### config.mk
export PLATFORM = sky130hd
export DESIGN_NAME = tmds_serializer
export DESIGN_NICKNAME = d
export VERILOG_FILES = /design/src/rtl/tmds_serializer.sv
export SDC_FILE = /design/constraint.sdc
export NUM_CORES = 1
export LEC_CHECK = 0
export CAP_MARGIN = 20
export CORE_MARGIN = 10
export CORE_UTILIZATION = 47
export CTS_CLUSTER_SIZE = 28
export DETAILED_ROUTE_END_ITERATION = 10
export GPL_ROUTABILITY_DRIVEN = 0
export HOLD_SLACK_MARGIN = 0.03
export PLACE_DENSITY = 0.79
export SYNTH_ARGS = -nofsm -noshare
export SYNTH_HDL_FRONTEND = slang
export SYNTH_SLANG_ARGS = --single-unit
export TNS_END_PERCENT = 5
### constraint.sdc
create_clock -name clk -period 1.8 [get_ports clk]
set_input_delay 0.36 -clock clk [delete_from_list [all_inputs] [get_ports clk]]
set_output_delay 0.36 -clock clk [all_outputs]
set_load 0.01 [all_outputs]
### src/rtl/tmds_serializer.sv
// tmds_serializer: loads three TMDS channel symbols plus the clock pattern each word period and shifts them out LSB-first.
module tmds_serializer #(
    parameter bit         DDR         = 1'b1,
    parameter logic [9:0] CLK_PATTERN = 10'b0000011111
) (
    input  logic       clk,
    input  logic       reset,
    output logic       pixel_stb,
    input  logic [9:0] ch0,
    input  logic [9:0] ch1,
    input  logic [9:0] ch2,
    output logic [3:0] tmds_d0,
    output logic [3:0] tmds_d1
);
    localparam logic [3:0] LAST = DDR ? 4'd4 : 4'd9;
    localparam int SH = DDR ? 2 : 1;
    logic [3:0] phase_q, phase_d;
    logic [3:0][9:0] sh_q, sh_d;
    logic stb_q, stb_d, load;
    // Phase wraps every word; the last phase loads fresh symbols, all others shift.
    always_comb begin
        load = phase_q == LAST;
        phase_d = load ? 4'd0 : phase_q + 4'd1;
        stb_d = load;
        sh_d[0] = load ? ch0 : sh_q[0] >> SH;
        sh_d[1] = load ? ch1 : sh_q[1] >> SH;
        sh_d[2] = load ? ch2 : sh_q[2] >> SH;
        sh_d[3] = load ? CLK_PATTERN : sh_q[3] >> SH;
    end
    // Reset parks the phase on the load slot so the first edge after release loads.
    always_ff @(posedge clk or posedge reset) begin
        if (reset) begin
            phase_q <= LAST;
            sh_q <= '0;
            stb_q <= 1'b0;
        end else begin
            phase_q <= phase_d;
            sh_q <= sh_d;
            stb_q <= stb_d;
        end
    end
    // Line bits come straight from the low end of each shift register.
    always_comb begin
        tmds_d0 = '0;
        tmds_d1 = '0;
        for (int k = 0; k < 4; k++) begin
            tmds_d0[k] = sh_q[k][0];
            tmds_d1[k] = DDR ? sh_q[k][1] : sh_q[k][0];
        end
    end
    assign pixel_stb = stb_q;
endmodule
==> results of run 1 <==
==> metrics by stage <==
step	cell area, um^2	hold slack [ns]	std cells	setup WS (ns)	util
4_1_cts	2000	0.274	178	0.180	0.644
3_3_place_gp	1940	0.442	170	0.285	0.625
2_1_floorplan	1560	0.434	95	0.395	-
6_report	2000	0.282	178	0.203	0.644
5_1_grt	2000	0.288	178	0.120	0.644
3_5_place_dp	1940	0.451	170	0.200	0.625
==> worst max path at each step <==
stage / endpoint / cells after the start / slack, ns
after floorplan: sh_q[12] / 6 / 0.40
after global placement: tmds_d0[0] / 6 / 0.29
after detailed placement: tmds_d0[0] / 6 / 0.20
after CTS: tmds_d1[3] / 1 / 0.18
after global routing: tmds_d0[0] / 6 / 0.12
final: tmds_d0[0] / 6 / 0.20
==> worst max-delay path: cells and delay by family, from the launching register on <==
| kind | cells | cell delay, ns |
|---|---|---|
| and+or+nand+nor | 1 | 0.11 |
| muxes | 1 | 0.36 |
| DFF | 1 | 0.42 |
| buffers and inverters | 3 | 0.34 |
| adders and majority gates | 1 | 0.24 |
==> area by class of cell <==
type,instances,share of cell area
timing repair buffer,42,0.220
clock buffer,8,0.0294
sequential,37,0.464
multi-input combinational,43,0.250
inverter,4,0.00877
tap,44,0.0276
==> cell usage in the layout, fill, tap and decap left out, types with 3 or more instances in the layout <==
cell type / n
sky130_fd_sc_hd__clkdlybuf4s50_1: 40
sky130_fd_sc_hd__dfrtp_1: 36
sky130_fd_sc_hd__mux2_4: 22
sky130_fd_sc_hd__and2_1: 6
sky130_fd_sc_hd__clkbuf_4: 5
sky130_fd_sc_hd__inv_1: 3
sky130_fd_sc_hd__mux2_2: 3
==> metal layers <==
metal | vias up | global-route usage | part of all wire
li1 | 381 | - | -
met2 | 33 | 0.146 | 0.48
met4 | 0 | 0.0438 | 0.018
met1 | 382 | 0.105 | 0.43
met3 | 7 | 0.0530 | 0.076
met5 | - | 0 | 0
==> power by group through the flow <==
stage	clock network (uW)	registers, uW	logic (uW)
floorplan	0	858	67.5
global placement	0	859	150
detailed placement	0	859	155
CTS	475	843	156
global route	506	844	164
finish	446	842	152
==> state kept, by name, indices dropped and copies added, names as in the netlist <==
name     flops
sh_q        26
phase_q      4
tmds_d0      4
tmds_d1      3
==> logic make-up after synthesis <==
kind of cell / share of synthesized area
flip-flops: 0.596
multiplexers: 0.234
buffers and inverters: 0.0829
AND/OR/NAND/NOR: 0.0676
adder cells (fa/ha/maj): 0.0161
AO/OA/AOI/OAI: 0.00321
==> PnR_summary.wiki, run 1 <==
{| class="wikitable"
! Metric !! Value
|-
| Status || completed
|-
| Diode insertion count for antenna repair || 0
|-
| Syn-to-layout area delta || 28.5%
|-
| Routed WL per cell || 15.1 um
|-
| Critical Path RT || 2.03 ns
|-
| Core outline area || 0.00310 mm^2
|-
| Critical path launch point type || register
|-
| Cell types with the largest area share after synthesis || sky130_fd_sc_hd__dfrtp_1, sky130_fd_sc_hd__mux2_4, sky130_fd_sc_hd__buf_4
|-
| Number of nets in the layout || 167
|-
| Area of the multi-input gates || 499 um^2
|-
| Post-Route Skew || 0.0117 ns
|-
| Largest area contributor in the netlist || sky130_fd_sc_hd__dfrtp_1
|-
| Class of the tightest hold or removal check || primary input to asynchronous set/reset pin
|-
| Tmin final || 1.60 ns
|-
| Pins over their slew limit || 0
|-
| Fraction of final layout cells sized beyond drive strength 1 || 0.269
|-
| R2r startpoint || phase_q[0]
|-
| First-pass GRT wire length || 4.43 mm
|-
| Leakage power total || 0.00102 uW
|-
| Setup slack on the worst flop-to-flop path || 0.20 ns
|-
| Largest fanout on the critical path || 32
|-
| Number of top-level pins || 41
|-
| Worst Reg2Reg Path Length in Cells || 6
|-
| Die height || 77.5 um
|-
| Power density relative to cell area || 721 mW/mm^2
|-
| Final hold viol count || 0
|-
| Detailed Routing Iterations Pass 1 || 3
|-
| Number of flops mapped to enable cells by yosys || 0
|-
| Critical path startpoint || phase_q[0]
|-
| Top flip-flop cell by instance count after synthesis || sky130_fd_sc_hd__dfrtp_1
|-
| Critical path endpoint category || register
|-
| Most numerous cell types in the synthesized netlist || sky130_fd_sc_hd__dfrtp_1, sky130_fd_sc_hd__mux2_4, sky130_fd_sc_hd__buf_4
|-
| Clock sink count || 37
|-
| Detail Route Antenna Nets || 0
|-
| Combinational share of power || 0.105
|-
| Relative contribution of the clock network to total power || 0.310
|-
| Number of input and output port buffers inserted || 40
|-
| Critical path type || register to register
|-
| RSZ-0062 raised after global routing || no
|-
| Switch share || 0.206
|-
| Portion of the post-synthesis area used by sequential elements || 0.596
|-
| Share of the synthesized area in the top cell type || 0.579
|-
| Clk_lat worst skew || 0.34 ns
|-
| Maximum number of pins on one net before global-route repair || 33
|-
| Async set or reset register ratio after synthesis || 1.00
|-
| Root buffer cell || sky130_fd_sc_hd__clkbuf_4
|-
| Hold buffer count at cts || 0
|-
| Filler instances || 258
|-
| Total Routed Length || 2.68 mm
|-
| Cell variety after synth || 18
|-
| Total of flip-flops plus latches after synthesis || 37
|-
| Effective utilization at floorplan || 0.501
|-
| Period utilisation layout || 0.887
|-
| Via count of the first global-routing pass || 892
|-
| Area enclosed by the die boundary || 0.00601 mm^2
|-
| Slew margin rel. || 0.731
|-
| Max_cap viols || 0
|-
| Ordered cell list for the critical path || inv_1, ha_1, nand3b_4, inv_4, buf_12, mux2_2
|-
| HPWL reported at the end of detailed placement || 2.02 mm
|-
| Row count || 20
|-
| Area used by sequential logic in the layout || 927 um^2
|-
| # setup viols final || 0
|-
| Number of buffers on the longest clock path || 2
|-
| Most frequent cell after synthesis || sky130_fd_sc_hd__dfrtp_1
|-
| Net switching power || 297 uW
|-
| Synth Net Count || 129
|-
| Clock-pin slew on the worst setup and hold paths || 0.11 ns
|-
| Synth Cell Area || 0.00156 mm^2
|-
| Worst r2r dst || tmds_d0[0]
|-
| DIE WIDTH || 77.5 um
|-
| Antenna violations before repair || 0
|-
| Total number of yosys warnings || 0
|-
| Critical-path cell with the highest stage delay || sky130_fd_sc_hd__dfrtp_1
|-
| Number of design rule violations left after detail routing || 0
|-
| Int Power || 1140 uW
|-
| Clock tree from TritonCTS || built
|-
| Gate count of the mapped netlist || 95
|-
| Peak clock frequency supported by timing || 626 MHz
|-
| Residual overflow from global routing || 0
|-
| Total global-route track usage || 0.0949
|-
| Part of the total power dissipated in sequential elements || 0.585
|-
| Num CTS Buffers || 5
|-
| Design Power || 1440 uW
|-
| Total Negative Setup Slacks || 0 ns
|-
| Synthesized area per cell || 16.4 um^2
|-
| Vias post-DR || 803
|-
| Max incr delay on CP || 0.42 ns
|-
| Violation count after the first detailed-route iteration || 61
|-
| Resized Gates After CTS || 0
|-
| # Post-CTS Setup Buffers || 0
|-
| Worst-case vdd ir drop || 409 uV
|-
| Critical path data arrival time || 1.82 ns
|-
| Vias/cell || 4.51
|-
| H-tree lvl count || 2
|-
| Transition time at the pin with the least slew margin || 0.402 ns
|}
(Power assumes the default switching activity.)
==> run 2, diff against run 1 <==
--- a/config.mk
+++ b/config.mk
@@ -12,7 +12,7 @@
 export DETAILED_ROUTE_END_ITERATION = 10
 export GPL_ROUTABILITY_DRIVEN = 0
 export HOLD_SLACK_MARGIN = 0.03
-export PLACE_DENSITY = 0.79
+export PLACE_DENSITY = 0.89
 export SYNTH_ARGS = -nofsm -noshare
 export SYNTH_HDL_FRONTEND = slang
 export SYNTH_SLANG_ARGS = --single-unit
==> PnR_summary.wiki, run 2 (synthesis gave the netlist of run 1 again) <==
{| class="wikitable"
! Metric !! Value
|-
| Status || completed
|-
| Post-Route Skew || 0.0104 ns
|-
| Area enclosed by the die boundary || 0.00601 mm^2
|-
| Post-Place Cells || 172
|-
| DIE WIDTH || 77.5 um
|-
| CP Buf/Inv Count || 1
|-
| Tmin final || 1.58 ns
|-
| Area used by sequential logic in the layout || 927 um^2
|-
| Antenna violations before repair || 0
|-
| Critical path endpoint category || output port
|-
| Transition time at the pin with the least slew margin || 0.327 ns
|-
| Critical path startpoint || sh_q[33]
|-
| Clock tree from TritonCTS || built
|-
| Peak clock frequency supported by timing || 632 MHz
|-
| Worst Reg2Reg Path Length in Cells || 6
|-
| Max reg flops || 26
|-
| Diode insertion count for antenna repair || 0
|-
| Routed WL per cell || 14.7 um
|-
| Effective utilization at floorplan || 0.501
|-
| Total Routed Length || 2.65 mm
|-
| Most common cell after layout, fill and taps aside || sky130_fd_sc_hd__clkdlybuf4s50_1
|-
| Worst-case vdd ir drop || 425 uV
|-
| Total global-route track usage || 0.0902
|-
| Final hold viol count || 0
|-
| Number of input and output port buffers inserted || 40
|-
| Period utilisation layout || 0.879
|-
| Core outline area || 0.00310 mm^2
|-
| Power density relative to cell area || 713 mW/mm^2
|-
| Stages on the worst setup path || 1
|-
| Routing usage on met3 || 0.0484
|-
| Busiest metal layer after global routing || met2
|-
| Detail Route Antenna Nets || 0
|-
| Critical path type || register to output port
|-
| Vias/cell || 4.41
|-
| Combinational share of power || 0.104
|-
| First-pass GRT wire length || 4.32 mm
|-
| Final WS setup || 0.217 ns
|-
| Place WS || 0.278 ns
|-
| Critical Path RT || 1.44 ns
|-
| # Post-CTS Setup Buffers || 0
|-
| Pins over their slew limit || 0
|-
| # setup viols final || 0
|-
| Residual overflow from global routing || 0
|-
| Number of buffers on the longest clock path || 2
|-
| Detailed Routing Iterations Pass 1 || 2
|-
| Number of nets in the layout || 169
|-
| Switch share || 0.204
|-
| Clk_lat worst skew || 0.33 ns
|-
| Most frequent cells in the layout || sky130_fd_sc_hd__clkdlybuf4s50_1, sky130_fd_sc_hd__dfrtp_1, sky130_fd_sc_hd__mux2_4
|-
| Leakage power total || 0.00104 uW
|-
| Via count of the first global-routing pass || 904
|-
| Critical path launch point type || register
|-
| HPWL reported at the end of detailed placement || 2.03 mm
|-
| Met2 Usage GRT || 0.135
|-
| Die height || 77.5 um
|-
| Number of top-level pins || 41
|-
| Crit-path leading delay family || buffers and inverters
|-
| Max incr delay on CP || 0.54 ns
|-
| Worst hold-check slack || 0.318 ns
|-
| Class of the tightest hold or removal check || primary input to asynchronous set/reset pin
|-
| Critical path data arrival time || 1.22 ns
|-
| Slew margin rel. || 0.782
|-
| Resized Gates After CTS || 0
|-
| Relative contribution of the clock network to total power || 0.310
|-
| Most flop-heavy register || sh_q
|-
| Critical-path cell with the highest stage delay || sky130_fd_sc_hd__clkdlybuf4s50_1
|-
| Maximum number of pins on one net before global-route repair || 28
|-
| Max_cap viols || 0
|-
| Violation count after the first detailed-route iteration || 34
|-
| Setup slack on the worst flop-to-flop path || 0.27 ns
|-
| Area of the multi-input gates || 499 um^2
|-
| H-tree lvl count || 2
|-
| Net switching power || 293 uW
|-
| Capture point of the critical path || pixel_stb
|-
| Final cell count without fillers || 180
|-
| RSZ-0062 raised after global routing || no
|-
| Syn-to-layout area delta || 29.4%
|-
| R2r startpoint || phase_q[0]
|-
| Core Util, Final || 0.649
|-
| Largest fanout on the critical path || 2
|-
| Filler instances || 261
|-
| Vias post-DR || 794
|-
| Int Power || 1140 uW
|-
| Ordered cell list for the critical path || clkdlybuf4s50_1
|-
| Num CTS Buffers || 5
|-
| Fraction of final layout cells sized beyond drive strength 1 || 0.279
|-
| Met1 GRT Util || 0.103
|-
| Row count || 20
|-
| Clock sink count || 37
|-
| Worst r2r dst || sh_q[24]
|-
| Clock-pin slew on the worst setup and hold paths || 0.11 ns
|-
| Hold buffer count at cts || 0
|-
| Total Negative Setup Slacks || 0 ns
|-
| Part of the total power dissipated in sequential elements || 0.587
|-
| Root buffer cell || sky130_fd_sc_hd__clkbuf_4
|-
| Number of design rule violations left after detail routing || 0
|}
run 2: cell types whose count changed in the layout (fill, tap and decap cells not counted), sizes merged:
cell and change:
buf +2
run 2: tightest hold or removal path: stages:
cell	delay, ns
sky130_fd_sc_hd__clkdlybuf4s50_1	0.40
sky130_fd_sc_hd__inv_1	0.07
sky130_fd_sc_hd__buf_4	0.19
run 2: worst min-delay path by stage:
stage,from,to,slack (ns),cells after the start
3_5_place_dp,sh_q[33],sh_q[32],0.45,1
4_1_cts,reset,sh_q[23],0.31,3
2_1_floorplan,sh_q[32],tmds_d0[3],0.43,1
5_1_grt,reset,sh_q[23],0.32,3
3_3_place_gp,sh_q[17],sh_q[15],0.46,1
6_report,reset,sh_q[23],0.32,3
run 2: power by group through the flow:
stage	combinational [uW]	clock [uW]	sequential [uW]
after global placement	147	0	859
after floorplan	67.5	0	858
after CTS	152	461	842
final	149	444	842
after detailed placement	151	0	859
after global routing	161	492	843
run 2: layout make-up:
type,instances,share of cell area
Clock buffer,8,0.0292
Inverter,4,0.00870
Multi-Input combinational cell,43,0.248
Sequential cell,37,0.461
Tap cell,44,0.0273
Timing Repair Buffer,44,0.226
run 2: through the flow:
stage	instance area (um^2)	power, uW
after CTS	2010	1460
after detailed placement	1950	1010
after floorplan	1560	926
after global placement	1950	1010
after global routing	2010	1500
final	2010	1440
run 2: layer usage:
metal / vias up / routed length [um]
li1: 381 / -
met1: 376 / 1150
met2: 32 / 1250
met3: 5 / 210
met4: 0 / 39
met5: - / 0
==> run 3, diff against run 2 <==
--- a/config.mk
+++ b/config.mk
@@ -6,13 +6,16 @@
 export NUM_CORES = 1
 export LEC_CHECK = 0
 export CAP_MARGIN = 20
+export CORE_ASPECT_RATIO = 1.4
 export CORE_MARGIN = 10
 export CORE_UTILIZATION = 47
 export CTS_CLUSTER_SIZE = 28
 export DETAILED_ROUTE_END_ITERATION = 10
 export GPL_ROUTABILITY_DRIVEN = 0
 export HOLD_SLACK_MARGIN = 0.03
+export MAX_ROUTING_LAYER = met4
 export PLACE_DENSITY = 0.89
+export SETUP_SLACK_MARGIN = 0.02
 export SYNTH_ARGS = -nofsm -noshare
 export SYNTH_HDL_FRONTEND = slang
 export SYNTH_SLANG_ARGS = --single-unit
==> PnR_summary.wiki, run 3 (synthesis gave the netlist of run 1 again) <==
{| class="wikitable"
! Metric !! Value
|-
| Number of top-level pins || 41
|-
| Relative contribution of the clock network to total power || 0.355
|-
| Root buffer cell || sky130_fd_sc_hd__clkbuf_8
|-
| Largest fanout on the critical path || 14
|-
| Diode insertion count for antenna repair || 0
|-
| Detail Route met3 WL || 234 um
|-
| Fraction of final layout cells sized beyond drive strength 1 || 0.281
|-
| First-pass GRT wire length || 4.51 mm
|-
| Period utilisation layout || 0.846
|-
| Most frequent cells in the layout || sky130_fd_sc_hd__clkdlybuf4s50_1, sky130_fd_sc_hd__dfrtp_1, sky130_fd_sc_hd__mux2_4
|-
| Switch share || 0.185
|-
| Violation count after the first detailed-route iteration || 29
|-
| Clock tree from TritonCTS || built
|-
| Post-Route Skew || 0.00371 ns
|-
| Number of input and output port buffers inserted || 40
|-
| Area of the multi-input gates || 499 um^2
|-
| Slew margin rel. || 0.834
|-
| Total global-route track usage || 0.103
|-
| Peak clock frequency supported by timing || 657 MHz
|-
| Critical path data arrival time || 1.68 ns
|-
| Worst hold-check slack || 0.413 ns
|-
| Detail Route Antenna Nets || 0
|-
| Hold buffer count at cts || 0
|-
| Detailed Routing Iterations Pass 1 || 4
|-
| Pins over their slew limit || 0
|-
| Most flop-heavy register || sh_q
|-
| Vias/cell || 4.66
|-
| Number of buffers on the longest clock path || 2
|-
| Vias post-DR || 811
|-
| Clock-pin slew on the worst setup and hold paths || 0.06 ns
|-
| Critical path launch point type || register
|-
| Core outline area || 0.00315 mm^2
|-
| Status || completed
|-
| Most common cell after layout, fill and taps aside || sky130_fd_sc_hd__clkdlybuf4s50_1
|-
| Max_cap viols || 0
|-
| Net switching power || 285 uW
|-
| Resized Gates After CTS || 0
|-
| Max reg flops || 26
|-
| Routed WL per cell || 15.1 um
|-
| # setup viols final || 0
|-
| Combinational share of power || 0.097
|-
| Row count || 24
|-
| Critical path type || register to register
|-
| Antenna violations before repair || 0
|-
| Post-route met1 wirelength || 979 um
|-
| Syn-to-layout area delta || 30.8%
|-
| Clk_lat worst skew || 0.27 ns
|-
| # Post-CTS Setup Buffers || 0
|-
| Num CTS Buffers || 5
|-
| Maximum number of pins on one net before global-route repair || 21
|-
| Transition time at the pin with the least slew margin || 0.248 ns
|-
| Highest layer used for signal routing || met4
|-
| Power density relative to cell area || 756 mW/mm^2
|-
| Int Power || 1250 uW
|-
| Area enclosed by the die boundary || 0.00604 mm^2
|-
| Tmin final || 1.52 ns
|-
| Via count of the first global-routing pass || 942
|-
| H-tree lvl count || 2
|-
| Leakage power total || 0.00105 uW
|-
| Number of nets in the layout || 169
|-
| RSZ-0062 raised after global routing || no
|-
| Critical Path RT || 1.96 ns
|-
| Filler instances || 238
|-
| Clock sink count || 37
|-
| Residual overflow from global routing || 0
|-
| Total Routed Length || 2.63 mm
|-
| Die height || 88.1 um
|-
| Effective utilization at floorplan || 0.493
|-
| Met2 layer wire length in the routed design || 1.38 mm
|-
| Critical path endpoint category || register
|-
| DIE WIDTH || 68.6 um
|-
| Part of the total power dissipated in sequential elements || 0.548
|-
| Class of the tightest hold or removal check || primary input to asynchronous set/reset pin
|-
| Number of design rule violations left after detail routing || 0
|-
| Final hold viol count || 0
|-
| Area used by sequential logic in the layout || 927 um^2
|-
| Worst-case vdd ir drop || 838 uV
|-
| Total Negative Setup Slacks || 0 ns
|}
[run 3: power groups by stage]
stage / clock network [uW] / logic (uW) / registers [uW]
after floorplan: 0 / 67.5 / 858
after global placement: 0 / 147 / 859
after detailed placement: 0 / 151 / 859
after CTS: 569 / 152 / 844
after global routing: 610 / 163 / 843
final: 546 / 149 / 844
[run 3: layout make-up]
class | count | area share
Clock buffer | 7 | 0.0424
Inverter | 4 | 0.00861
Timing Repair Buffer | 44 | 0.224
Sequential cell | 37 | 0.456
Tap cell | 39 | 0.0240
Multi-Input combinational cell | 43 | 0.245
[run 3: per-stage QoR]
step,setup slack [ns],std cells,cell area (um^2),power [uW],util
6_report,0.277,174,2030,1540,0.645
5_1_grt,0.176,174,2030,1620,0.645
4_1_cts,0.256,174,2030,1560,0.645
3_5_place_dp,0.274,167,1950,1010,0.618
3_3_place_gp,0.352,167,1950,1010,0.618
2_1_floorplan,0.395,95,1560,926,-
[run 3: path summary, 6_finish.rpt]
check                      startpoint          to  slack [ns]  depth (start not counted)
setup / recovery           phase_q[0]  tmds_d0[0]        0.28                          6
hold reg to reg              sh_q[33]    sh_q[32]        0.46                          1
min in group clk             sh_q[33]    sh_q[32]        0.46                          1
setup reg to reg           phase_q[0]  tmds_d0[0]        0.28                          6
hold / removal                  reset  phase_q[0]        0.41                          3
max in group asynchronous       reset  phase_q[2]        1.13                          3
[run 3: routing by layer]
layer,GRT usage,up-vias
met5,-,-
met4,0.0385,0
met3,0.0384,5
met2,0.160,33
met1,0.116,392
li1,-,381
[run 3: worst max-delay path: stages (launching register included)]
cell                       delay (ns)
sky130_fd_sc_hd__dfrtp_1         0.41
sky130_fd_sc_hd__inv_1           0.07
sky130_fd_sc_hd__ha_1            0.22
sky130_fd_sc_hd__nand3b_4        0.11
sky130_fd_sc_hd__inv_4           0.09
sky130_fd_sc_hd__buf_12          0.16
sky130_fd_sc_hd__mux2_2          0.34
